`src/rtl/sdram_cmd_sequencer_pkg.sv`:
```
`default_nettype none
// ============================================================================
//  Module      : sdram_cmd_sequencer_pkg
//  Description : Shared definitions for the SDRAM command sequencer:
//                SDRAM command pin encodings {CS_N,RAS_N,CAS_N,WE_N},
//                sequencer state encodings, SADDR field positions,
//                the delay-counter width and mode-register helpers.
//  Revision    : 1.0  initial release
// ============================================================================
package sdram_cmd_sequencer_pkg;

   // Command pin encodings, ordered {CS_N, RAS_N, CAS_N, WE_N}
   localparam logic [3:0] C_CMD_INH = 4'b1111;  // deselect, reset value
   localparam logic [3:0] C_CMD_NOP = 4'b0111;
   localparam logic [3:0] C_CMD_ACT = 4'b0011;
   localparam logic [3:0] C_CMD_RD  = 4'b0101;
   localparam logic [3:0] C_CMD_WR  = 4'b0100;
   localparam logic [3:0] C_CMD_PRE = 4'b0010;
   localparam logic [3:0] C_CMD_REF = 4'b0001;
   localparam logic [3:0] C_CMD_MRS = 4'b0000;

   // Sequencer states; the encoding is also exported on the debug port
   typedef enum logic [2:0] {
      ST_IDLE  = 3'd0,
      ST_PRE_W = 3'd1,
      ST_REF_W = 3'd2,
      ST_MRS_W = 3'd3,
      ST_ACT_W = 3'd4,
      ST_RD_W  = 3'd5,
      ST_WR_W  = 3'd6
   } state_t;

   // SADDR field positions
   localparam int C_COL_LSB  = 0;
   localparam int C_COL_MSB  = 7;
   localparam int C_ROW_LSB  = 8;
   localparam int C_ROW_MSB  = 18;
   localparam int C_BANK_LSB = 19;
   localparam int C_BANK_MSB = 20;

   // A10 selects auto-precharge on RD/WR and all-banks on PRE
   localparam logic [11:0] C_SA_A10 = 12'h400;

   // Delay counter width and largest loadable value
   localparam int C_CNT_W   = 5;
   localparam int C_CNT_MAX = (1 << C_CNT_W) - 1;

   // Mode register burst-length code (log2 of the burst length)
   function automatic logic [2:0] f_burst_code(input int bl);
      case (bl)
         1:       return 3'd0;
         2:       return 3'd1;
         4:       return 3'd2;
         default: return 3'd3;
      endcase
   endfunction

   // Mode word: burst write, CAS latency in A[6:4], sequential burst, BL code
   function automatic logic [11:0] f_mode_word(input int cas, input int bl);
      return {2'b00, 1'b0, 2'b00, 3'(cas), 1'b0, f_burst_code(bl)};
   endfunction

endpackage
`default_nettype wire

```
`src/rtl/sdram_cmd_sequencer_if.sv`:
```
`default_nettype none
// ============================================================================
//  Module      : sdram_cmd_sequencer_if
//  Description : Bundle between the upstream decode/init stage, the command
//                sequencer and the SDRAM pins.
//                master : upstream side, drives decoded strobes and SADDR,
//                         receives acks, data-window strobes and pin values.
//                slave  : sequencer side.
//  Revision    : 1.0  initial release
// ============================================================================
interface sdram_cmd_sequencer_if #(
   parameter int ASIZE = 21
);
   // upstream strobes / address
   logic             nop;
   logic             reada;
   logic             writea;
   logic             refresh;
   logic             precharge;
   logic             load_mode;
   logic             init_req;
   logic             ref_req;
   logic [ASIZE-1:0] saddr;
   // handshakes and data windows
   logic             ref_ack;
   logic             cm_ack;
   logic             oe;
   logic             rd_valid;
   // SDRAM pins
   logic [11:0]      sa;
   logic [1:0]       ba;
   logic             cs_n;
   logic             ras_n;
   logic             cas_n;
   logic             we_n;
   logic             cke;

   modport master (
      output nop, reada, writea, refresh, precharge, load_mode, init_req,
             ref_req, saddr,
      input  ref_ack, cm_ack, oe, rd_valid, sa, ba, cs_n, ras_n, cas_n,
             we_n, cke
   );

   modport slave (
      input  nop, reada, writea, refresh, precharge, load_mode, init_req,
             ref_req, saddr,
      output ref_ack, cm_ack, oe, rd_valid, sa, ba, cs_n, ras_n, cas_n,
             we_n, cke
   );
endinterface
`default_nettype wire

```
`src/rtl/sdram_cmd_sequencer_delay_cnt.sv`:
```
`default_nettype none
// ============================================================================
//  Module      : sdram_cmd_sequencer_delay_cnt
//  Description : Loadable down-counter with zero flag. Loading N makes the
//                flag read zero on the (N+1)-th clock after the load edge.
//  Ports       : clk, rst (async, active high)
//                i_load      load strobe
//                i_load_val  value to load
//                o_zero      counter is zero
//  Revision    : 1.0  initial release
// ============================================================================
module sdram_cmd_sequencer_delay_cnt
   import sdram_cmd_sequencer_pkg::*;
(
   input  wire logic               clk,
   input  wire logic               rst,
   input  wire logic               i_load,
   input  wire logic [C_CNT_W-1:0] i_load_val,
   output logic                    o_zero
);

   logic [C_CNT_W-1:0] r_cnt;

   always_ff @(posedge clk or posedge rst) begin
      if (rst) begin
         r_cnt <= '0;
      end else if (i_load) begin
         r_cnt <= i_load_val;
      end else if (r_cnt != '0) begin
         r_cnt <= r_cnt - C_CNT_W'(1);
      end
   end

   assign o_zero = (r_cnt == '0);

endmodule
`default_nettype wire

```
`src/rtl/sdram_cmd_sequencer.sv`:
```
`default_nettype none
// ============================================================================
//  Module      : sdram_cmd_sequencer
//  Description : SDRAM command sequencer. Turns decoded upstream strobes into
//                SDRAM commands while holding tRCD/tRP/tRFC/tMRD and the
//                CAS/burst/write-recovery windows. Reads and writes use
//                auto-precharge. All outputs are registered.
//  Ports       : clk       system clock
//                rst       asynchronous active-high reset
//                bus       sdram_cmd_sequencer_if.slave (strobes, SADDR,
//                          REF_ACK/CM_ACK, OE/RD_VALID, SDRAM pins)
//                state_dbg, ref_late  (only with SDRAM_SEQ_DEBUG_EN)
//  Config      : `define SDRAM_SEQ_DEBUG_EN adds STATE_DBG and a sticky
//                REF_LATE flag (REF_REQ pending for more than 64 cycles).
//  Revision    : 1.0  initial release
// ============================================================================
module sdram_cmd_sequencer
   import sdram_cmd_sequencer_pkg::*;
#(
   parameter int ASIZE     = 21,
   parameter int T_RCD     = 3,
   parameter int T_RP      = 3,
   parameter int T_RFC     = 7,
   parameter int T_MRD     = 2,
   parameter int T_WR      = 2,
   parameter int CAS_LAT   = 3,
   parameter int BURST_LEN = 8
)(
   input  wire logic             clk,
   input  wire logic             rst,
   sdram_cmd_sequencer_if.slave  bus
`ifdef SDRAM_SEQ_DEBUG_EN
   ,
   output logic [2:0]            state_dbg,
   output logic                  ref_late
`endif
);

   // Command-to-command spacing. A wait that returns to IDLE spends one
   // extra cycle in IDLE before the next command, hence the "-2"; the
   // ACT_W wait issues RD/WR itself on expiry, hence "-1".
   localparam int C_RD_TOT = CAS_LAT + BURST_LEN + T_RP;
   localparam int C_WR_TOT = BURST_LEN + T_WR + T_RP;

   localparam logic [C_CNT_W-1:0] C_LD_RCD = C_CNT_W'(T_RCD - 1);
   localparam logic [C_CNT_W-1:0] C_LD_RP  = C_CNT_W'(T_RP - 2);
   localparam logic [C_CNT_W-1:0] C_LD_RFC = C_CNT_W'(T_RFC - 2);
   localparam logic [C_CNT_W-1:0] C_LD_MRD = C_CNT_W'(T_MRD - 2);
   localparam logic [C_CNT_W-1:0] C_LD_RD  = C_CNT_W'(C_RD_TOT - 2);
   localparam logic [C_CNT_W-1:0] C_LD_WR  = C_CNT_W'(C_WR_TOT - 2);

   localparam logic [11:0]        C_MODE   = f_mode_word(CAS_LAT, BURST_LEN);
   localparam logic [3:0]         C_BL     = 4'(BURST_LEN);
   localparam logic [CAS_LAT-1:0] C_DLY_ONE = CAS_LAT'(1);

   generate
      if (ASIZE < 21 || T_RCD < 1 || T_RP < 2 || T_RFC < 2 || T_MRD < 2 ||
          T_WR < 0 || CAS_LAT < 1 || CAS_LAT > 7 ||
          !(BURST_LEN == 1 || BURST_LEN == 2 || BURST_LEN == 4 || BURST_LEN == 8) ||
          T_RCD - 1 > C_CNT_MAX || T_RP - 2 > C_CNT_MAX ||
          T_RFC - 2 > C_CNT_MAX || T_MRD - 2 > C_CNT_MAX ||
          C_RD_TOT - 2 > C_CNT_MAX || C_WR_TOT - 2 > C_CNT_MAX) begin : g_param_check
         $error("sdram_cmd_sequencer: parameters out of range for the 5-bit delay counter");
      end
   endgenerate

   // Registered state and outputs
   state_t       r_state;
   logic [3:0]   r_cmd;
   logic [11:0]  r_sa;
   logic [1:0]   r_ba;
   logic         r_cke;
   logic         r_cm_ack;
   logic         r_ref_ack;
   logic [7:0]   r_col;
   logic         r_is_rd;
   logic         r_armed;

   // Data windows
   logic [CAS_LAT-1:0] r_rd_dly;
   logic [3:0]         r_rd_left;
   logic               r_rd_valid;
   logic [3:0]         r_oe_left;
   logic               r_oe;

   // Decision outputs
   state_t               w_state_nxt;
   logic [3:0]           w_cmd;
   logic [11:0]          w_sa;
   logic [1:0]           w_ba;
   logic                 w_load;
   logic [C_CNT_W-1:0]   w_load_val;
   logic                 w_cm_ack;
   logic                 w_ref_ack;
   logic                 w_rd_issue;
   logic                 w_wr_issue;
   logic                 w_cnt_zero;
   logic                 w_rd_trig;

   sdram_cmd_sequencer_delay_cnt u_delay_cnt (
      .clk        (clk),
      .rst        (rst),
      .i_load     (w_load),
      .i_load_val (w_load_val),
      .o_zero     (w_cnt_zero)
   );

   // Next command / state. SA and BA hold their last value across NOPs.
   always_comb begin
      w_state_nxt = r_state;
      w_cmd       = C_CMD_NOP;
      w_sa        = r_sa;
      w_ba        = r_ba;
      w_load      = 1'b0;
      w_load_val  = '0;
      w_cm_ack    = 1'b0;
      w_ref_ack   = 1'b0;
      w_rd_issue  = 1'b0;
      w_wr_issue  = 1'b0;
      case (r_state)
         ST_IDLE: begin
            if (!bus.init_req) begin
               if (bus.precharge) begin
                  w_cmd       = C_CMD_PRE;
                  w_sa        = C_SA_A10;
                  w_ba        = 2'b00;
                  w_load      = 1'b1;
                  w_load_val  = C_LD_RP;
                  w_state_nxt = ST_PRE_W;
               end else if (bus.load_mode) begin
                  w_cmd       = C_CMD_MRS;
                  w_sa        = C_MODE;
                  w_ba        = 2'b00;
                  w_load      = 1'b1;
                  w_load_val  = C_LD_MRD;
                  w_state_nxt = ST_MRS_W;
               end else if (bus.refresh || bus.ref_req) begin
                  // only the hidden-refresh request is acknowledged
                  w_cmd       = C_CMD_REF;
                  w_ref_ack   = !bus.refresh;
                  w_load      = 1'b1;
                  w_load_val  = C_LD_RFC;
                  w_state_nxt = ST_REF_W;
               end else if ((bus.reada || bus.writea) && r_armed) begin
                  w_cmd       = C_CMD_ACT;
                  w_ba        = bus.saddr[C_BANK_MSB:C_BANK_LSB];
                  w_sa        = {1'b0, bus.saddr[C_ROW_MSB:C_ROW_LSB]};
                  w_load      = 1'b1;
                  w_load_val  = C_LD_RCD;
                  w_state_nxt = ST_ACT_W;
               end
            end
         end
         ST_ACT_W: begin
            if (w_cnt_zero) begin
               w_cmd       = r_is_rd ? C_CMD_RD : C_CMD_WR;
               w_sa        = C_SA_A10 | {4'b0000, r_col};
               w_cm_ack    = 1'b1;
               w_load      = 1'b1;
               w_load_val  = r_is_rd ? C_LD_RD : C_LD_WR;
               w_state_nxt = r_is_rd ? ST_RD_W : ST_WR_W;
               w_rd_issue  = r_is_rd;
               w_wr_issue  = !r_is_rd;
            end
         end
         default: begin
            if (w_cnt_zero) begin
               w_state_nxt = ST_IDLE;
            end
         end
      endcase
   end

   always_ff @(posedge clk or posedge rst) begin
      if (rst) begin
         r_state   <= ST_IDLE;
         r_cmd     <= C_CMD_INH;
         r_sa      <= '0;
         r_ba      <= '0;
         r_cke     <= 1'b0;
         r_cm_ack  <= 1'b0;
         r_ref_ack <= 1'b0;
         r_col     <= '0;
         r_is_rd   <= 1'b0;
         r_armed   <= 1'b1;
      end else begin
         r_cke     <= 1'b1;
         r_state   <= w_state_nxt;
         r_cmd     <= w_cmd;
         r_sa      <= w_sa;
         r_ba      <= w_ba;
         r_cm_ack  <= w_cm_ack;
         r_ref_ack <= w_ref_ack;
         if (r_state == ST_IDLE && w_state_nxt == ST_ACT_W) begin
            r_col   <= bus.saddr[C_COL_MSB:C_COL_LSB];
            r_is_rd <= bus.reada;
         end
         // Upstream strobes are levels that lag the ack; a new access is
         // only accepted once both strobes have been seen low.
         if (w_cm_ack) begin
            r_armed <= 1'b0;
         end else if (bus.nop || !(bus.reada || bus.writea)) begin
            r_armed <= 1'b1;
         end
      end
   end

   // Read window opens CAS_LAT cycles after the RD command edge
   assign w_rd_trig = r_rd_dly[CAS_LAT-1];

   always_ff @(posedge clk or posedge rst) begin
      if (rst) begin
         r_rd_dly   <= '0;
         r_rd_left  <= '0;
         r_rd_valid <= 1'b0;
         r_oe_left  <= '0;
         r_oe       <= 1'b0;
      end else begin
         r_rd_dly <= (r_rd_dly << 1) | (w_rd_issue ? C_DLY_ONE : '0);

         if (w_rd_trig) begin
            r_rd_left  <= C_BL;
            r_rd_valid <= 1'b1;
         end else begin
            r_rd_valid <= (r_rd_left > 4'd1);
            if (r_rd_left != '0) begin
               r_rd_left <= r_rd_left - 4'd1;
            end
         end

         if (w_wr_issue) begin
            r_oe_left <= C_BL;
            r_oe      <= 1'b1;
         end else begin
            r_oe <= (r_oe_left > 4'd1);
            if (r_oe_left != '0) begin
               r_oe_left <= r_oe_left - 4'd1;
            end
         end
      end
   end

   assign bus.cs_n     = r_cmd[3];
   assign bus.ras_n    = r_cmd[2];
   assign bus.cas_n    = r_cmd[1];
   assign bus.we_n     = r_cmd[0];
   assign bus.sa       = r_sa;
   assign bus.ba       = r_ba;
   assign bus.cke      = r_cke;
   assign bus.cm_ack   = r_cm_ack;
   assign bus.ref_ack  = r_ref_ack;
   assign bus.oe       = r_oe;
   assign bus.rd_valid = r_rd_valid;

`ifdef SDRAM_SEQ_DEBUG_EN
   logic [6:0] r_ref_wait;
   logic       r_ref_late;

   // r_ref_wait holds the number of earlier cycles REF_REQ has been pending
   always_ff @(posedge clk or posedge rst) begin
      if (rst) begin
         r_ref_wait <= '0;
         r_ref_late <= 1'b0;
      end else begin
         if (!bus.ref_req || w_ref_ack) begin
            r_ref_wait <= '0;
         end else if (r_ref_wait != 7'd127) begin
            r_ref_wait <= r_ref_wait + 7'd1;
         end
         if (bus.ref_req && !w_ref_ack && r_ref_wait >= 7'd64) begin
            r_ref_late <= 1'b1;
         end
      end
   end

   assign state_dbg = r_state;
   assign ref_late  = r_ref_late;
`endif

endmodule
`default_nettype wire

```
`src/flat_wrapper.sv`:
```
// flat-port wrapper written by rule: the top's interface ports become plain ports
module sdram_cmd_sequencer_flat import sdram_cmd_sequencer_pkg::*;
#(
   parameter int ASIZE     = 21,
   parameter int T_RCD     = 3,
   parameter int T_RP      = 3,
   parameter int T_RFC     = 7,
   parameter int T_MRD     = 2,
   parameter int T_WR      = 2,
   parameter int CAS_LAT   = 3,
   parameter int BURST_LEN = 8
)
  (clk, rst, bus_nop, bus_reada, bus_writea, bus_refresh, bus_precharge, bus_load_mode, bus_init_req, bus_ref_req, bus_saddr, bus_ref_ack, bus_cm_ack, bus_oe, bus_rd_valid, bus_sa, bus_ba, bus_cs_n, bus_ras_n, bus_cas_n, bus_we_n, bus_cke);
  sdram_cmd_sequencer_if #(.ASIZE(ASIZE)) bus_i ();
  input  wire logic clk;
  input  wire logic rst;
  input wire logic [$bits(bus_i.nop)-1:0] bus_nop;
  input wire logic [$bits(bus_i.reada)-1:0] bus_reada;
  input wire logic [$bits(bus_i.writea)-1:0] bus_writea;
  input wire logic [$bits(bus_i.refresh)-1:0] bus_refresh;
  input wire logic [$bits(bus_i.precharge)-1:0] bus_precharge;
  input wire logic [$bits(bus_i.load_mode)-1:0] bus_load_mode;
  input wire logic [$bits(bus_i.init_req)-1:0] bus_init_req;
  input wire logic [$bits(bus_i.ref_req)-1:0] bus_ref_req;
  input wire logic [$bits(bus_i.saddr)-1:0] bus_saddr;
  output wire logic [$bits(bus_i.ref_ack)-1:0] bus_ref_ack;
  output wire logic [$bits(bus_i.cm_ack)-1:0] bus_cm_ack;
  output wire logic [$bits(bus_i.oe)-1:0] bus_oe;
  output wire logic [$bits(bus_i.rd_valid)-1:0] bus_rd_valid;
  output wire logic [$bits(bus_i.sa)-1:0] bus_sa;
  output wire logic [$bits(bus_i.ba)-1:0] bus_ba;
  output wire logic [$bits(bus_i.cs_n)-1:0] bus_cs_n;
  output wire logic [$bits(bus_i.ras_n)-1:0] bus_ras_n;
  output wire logic [$bits(bus_i.cas_n)-1:0] bus_cas_n;
  output wire logic [$bits(bus_i.we_n)-1:0] bus_we_n;
  output wire logic [$bits(bus_i.cke)-1:0] bus_cke;
  assign bus_i.nop = bus_nop;
  assign bus_i.reada = bus_reada;
  assign bus_i.writea = bus_writea;
  assign bus_i.refresh = bus_refresh;
  assign bus_i.precharge = bus_precharge;
  assign bus_i.load_mode = bus_load_mode;
  assign bus_i.init_req = bus_init_req;
  assign bus_i.ref_req = bus_ref_req;
  assign bus_i.saddr = bus_saddr;
  assign bus_ref_ack = bus_i.ref_ack;
  assign bus_cm_ack = bus_i.cm_ack;
  assign bus_oe = bus_i.oe;
  assign bus_rd_valid = bus_i.rd_valid;
  assign bus_sa = bus_i.sa;
  assign bus_ba = bus_i.ba;
  assign bus_cs_n = bus_i.cs_n;
  assign bus_ras_n = bus_i.ras_n;
  assign bus_cas_n = bus_i.cas_n;
  assign bus_we_n = bus_i.we_n;
  assign bus_cke = bus_i.cke;
  sdram_cmd_sequencer #(.ASIZE(ASIZE), .T_RCD(T_RCD), .T_RP(T_RP), .T_RFC(T_RFC), .T_MRD(T_MRD), .T_WR(T_WR), .CAS_LAT(CAS_LAT), .BURST_LEN(BURST_LEN)) u_core (.clk(clk), .rst(rst), .bus(bus_i));
endmodule
```
`config.mk`:
```
export PLATFORM = sky130hd
export DESIGN_NAME = sdram_cmd_sequencer_flat
export DESIGN_NICKNAME = d
export VERILOG_FILES = /design/src/rtl/sdram_cmd_sequencer_pkg.sv /design/src/rtl/sdram_cmd_sequencer_if.sv /design/src/rtl/sdram_cmd_sequencer_delay_cnt.sv /design/src/rtl/sdram_cmd_sequencer.sv /design/src/flat_wrapper.sv
export SDC_FILE = /design/constraint.sdc
export NUM_CORES = 1
export LEC_CHECK = 0
export ABC_AREA = 1
export CORE_ASPECT_RATIO = 0.9
export CORE_MARGIN = 5
export CORE_UTILIZATION = 40
export CTS_BUF_LIST = sky130_fd_sc_hd__clkbuf_4
export CTS_CLUSTER_SIZE = 12
export DETAILED_ROUTE_END_ITERATION = 6
export PLACE_DENSITY = 0.62
export SYNTH_ARGS = -nofsm -noshare
export SYNTH_HDL_FRONTEND = slang
export SYNTH_SLANG_ARGS = --single-unit
```
`constraint.sdc`:
```
create_clock -name clk -period 2.4 [get_ports clk]
set_input_delay 0.72 -clock clk [delete_from_list [all_inputs] [get_ports clk]]
set_output_delay 0.72 -clock clk [all_outputs]
set_load 0.005 [all_outputs]
```
==> results of run 1 <==
flip-flops by register name, indices dropped and copies added, names as in the netlist, 2 cells and up:
register                  count
u_core.bus.sa                11
u_core.r_col                  8
u_core.u_delay_cnt.r_cnt      5
u_core.r_cmd                  4
u_core.r_oe_left              4
u_core.r_rd_left              4
u_core.r_rd_dly               3
u_core.r_state                3
u_core.bus.ba                 2
how the worst min path moves through the flow:
stage                    endpoint  slack [ns]
4_1_cts        u_core.r_rd_dly[2]        0.37
6_report       u_core.r_rd_dly[2]        0.37
2_1_floorplan  u_core.r_rd_dly[1]        0.33
5_1_grt        u_core.r_rd_dly[1]        0.39
3_5_place_dp   u_core.r_rd_dly[2]        0.34
3_3_place_gp   u_core.r_rd_dly[1]        0.33
cell families after synthesis:
| family | Yosys count |
|---|---|
| adders and majority gates | 8 |
| buffers and inverters | 54 |
| DFF | 51 |
| and+or+nand+nor | 106 |
| other | 2 |
| xor gates and xnor gates | 6 |
| AOI/OAI and AO/OA | 53 |
power breakdown:
group,internal (mW),switching (mW),total [mW]
Clock,0.126,0.266,0.391
Sequential,1.20,0.188,1.39
Combinational,0.722,0.821,1.54
stage by stage:
stage / cell area, µm² / util / power (mW)
2_1_floorplan: 2527 / - / 2.452
3_3_place_gp: 3154 / 0.5159 / 2.917
3_5_place_dp: 3154 / 0.5159 / 2.958
4_1_cts: 3212 / 0.5253 / 3.364
5_1_grt: 3212 / 0.5253 / 3.649
6_report: 3212 / 0.5253 / 3.321
Yosys cell counts, types with 3 or more instances:
master / n / area (µm²)
a21oi_1: 3 / 15.01
dfrtp_1: 46 / 1151
dfstp_2: 5 / 131.4
ha_1: 8 / 100.1
inv_1: 43 / 161.4
inv_2: 5 / 18.77
nand2_1: 48 / 180.2
nand2_2: 11 / 68.82
nand2_4: 3 / 33.78
nand3_1: 13 / 65.06
nor2_1: 18 / 67.56
nor3_1: 5 / 25.02
o211ai_1: 8 / 60.06
o21ai_0: 25 / 125.1
o21ai_2: 11 / 96.34
xor2_1: 5 / 43.79
per-layer routing:
layer / GRT usage / routed length, µm
met5: 0 / 0
met4: 0.03937 / 37
met3: 0.03457 / 308
met2: 0.2089 / 2355
met1: 0.2060 / 2658
cell type report:
class	count	area, µm²	area share
Clock buffer	6	45.04	0.01402
Multi-Input combinational cell	176	1015	0.3159
Clock inverter	2	12.51	0.003896
Timing Repair Buffer	56	563.0	0.1753
Tap cell	87	108.9	0.03389
Sequential cell	51	1282	0.3993
Inverter	49	185.2	0.05765
worst reg2reg max path, cell delays in order (launching register included):
cell     delay (ns)
dfrtp_1        0.41
inv_1          0.13
ha_1           0.18
nand2_1        0.09
nor2_4         0.19
nand2_4        0.11
nand2_2        0.11
and2_4         0.35
nand2_2        0.10
o21ai_2        0.06
cell usage in the layout (no fill, tap or decap), types with 2 or more instances in the layout:
cell and instances:
a21oi_1 3, o21ai_2 11, o21ai_0 25, inv_2 6
clkdlybuf4s50_1 52, nor3_1 5, nor2_4 2, nand2_4 3
buf_4 3, xor2_1 5, nand4_1 2, dfrtp_1 46
conb_1 3, clkbuf_4 6, o211ai_1 8, inv_1 42
nand2_2 11, nand3_1 13, nand2_1 48, ha_1 8
dfstp_2 5, nor2_1 18
==> results_dict.tcl, run 1 <==
set metrics [dict create \
    cpPeakStageDelay_ns 0.54 \
    rsz0062_at_grt "false" \
    finalWorstPathRequiredPeriod_ns 2.125 \
    clk_latency_ns 0.36 \
    rows 27 \
    synthMuxAreaShare 0 \
    routedWlPerCell_um 12.55 \
    dp.final_hpwl_um 4068 \
    worst_path_max_delay_cell "dfstp_2" \
    ff2ff_path_depth 9 \
    cp-startpoint "u_core.r_cmd[1]" \
    grt_pass1_vias 1872 \
    dieHeight_um 85.36 \
    cts.clk_slew.worst_paths_ns 0.15 \
    synth_edf_count 0 \
    nFillCells 571 \
    drt-initial-drc-count 87 \
    vias_per_cell 4.590 \
    status "completed" \
    hold_slack_ns 0.3673 \
    finalNetCount 378 \
    synth_compound_area_frac 0.1349 \
    antenna_left 0 \
    hp-start "u_core.r_rd_dly[1]" \
    synth.yosys.seq_area_share 0.5082 \
    ys_ff_latch 51 \
    holdPathStages 0 \
    cts_sinks 51 \
    grt_max_degree 52 \
    async_flop_share 1.000 \
    die_w_um 93.73 \
    rr_startpoint "u_core.u_delay_cnt.r_cnt[0]" \
    post-route-worst-setup-slack_ns 0.2753 \
    fmaxAchievable_mhz 470.7 \
    cap_violations 0 \
    wl_um 5359 \
    placed_cells 419 \
    fin_crit_sh 0.8853 \
    hold_path.class "reg2reg" \
    crit_family "flip-flops" \
    p_per_area_nw_per_um2 1034 \
    cts_hold_buf 0 \
    finalHoldViolations 0 \
    drive_gt1_frac 0.1559 \
    yosys.area_share.simple 0.2023 \
    vdd_drop_max_uv 425.3 \
    initial_core_util 0.4127 \
    leakagePower_nw 1.538 \
    clock_skew_ns 0.01083 \
    antenna_cells 0 \
    coreArea_um2 6115 \
    ys_warn_count 0 \
    path_cells "clkdlybuf4s50_1" \
    synth_xor_area_frac 0.02082 \
    htree_levels 2 \
    cp-start-kind "register" \
    grt_pass1_wl_um 9094 \
    finalSetupViolCount 0 \
    cp.required_ns 1.68 \
    synthFlopType "dfrtp_1" \
    critPathCapture "bus_cas_n" \
    netlist_instances 280 \
    cts_buffers 5 \
    grt_usage 0.1415 \
    dr.pass1.iters 4 \
    synth_cell_types 35 \
    avgSynthCellArea_um2 9.013 \
    antenna_found_initial 0 \
    timing.rr.end "u_core.bus.sa[0]" \
    gp_congestion 0.8309 \
    cp_num_buf_inv 1 \
    criticalPathCategory "reg2out" \
    syn_to_final_growth_pct 27.27 \
    portBuffers 52 \
    cts_tree "built" \
    num_vias 1960 \
    synth_area_um2 2524 \
    die-area_um2 8000 \
    cts_resized 0 \
    clock_tree.root_cell "clkbuf_4" \
    grt-ovfl-total 0 \
    pre_cts_ws_ns 0.03338 \
    crit_path_end_kind "output port" \
    drv_slew 0 \
    fin_cells 427 \
    cp_num_cells 1 \
    ff2ff_setup_slack_ns 0.63 \
    num_io_pins 54 \
    synth_top_family_by_area "simple AND/OR/NAND/NOR gates" \
    arrival_ns 1.40 \
    postCtsSetupBuffers 0 \
    clockBufferDepth 2 \
    totalNegativeSetupSlack_ns 0 \
    cp_max_fo 1 \
    synthAdderAreaFrac 0.03966 \
    drc 0 \
]
Note: power is estimated with default switching activity, not from simulation.
==> run 2, diff against run 1 <==
--- a/config.mk
+++ b/config.mk
@@ -6,6 +6,7 @@
 export NUM_CORES = 1
 export LEC_CHECK = 0
 export ABC_AREA = 1
+export ABC_CLOCK_PERIOD_IN_PS = 2400
 export CORE_ASPECT_RATIO = 0.9
 export CORE_MARGIN = 5
 export CORE_UTILIZATION = 40
==> results of run 2 <==
Same layout as run 1: the final DEF is identical, and so are final timing and power.
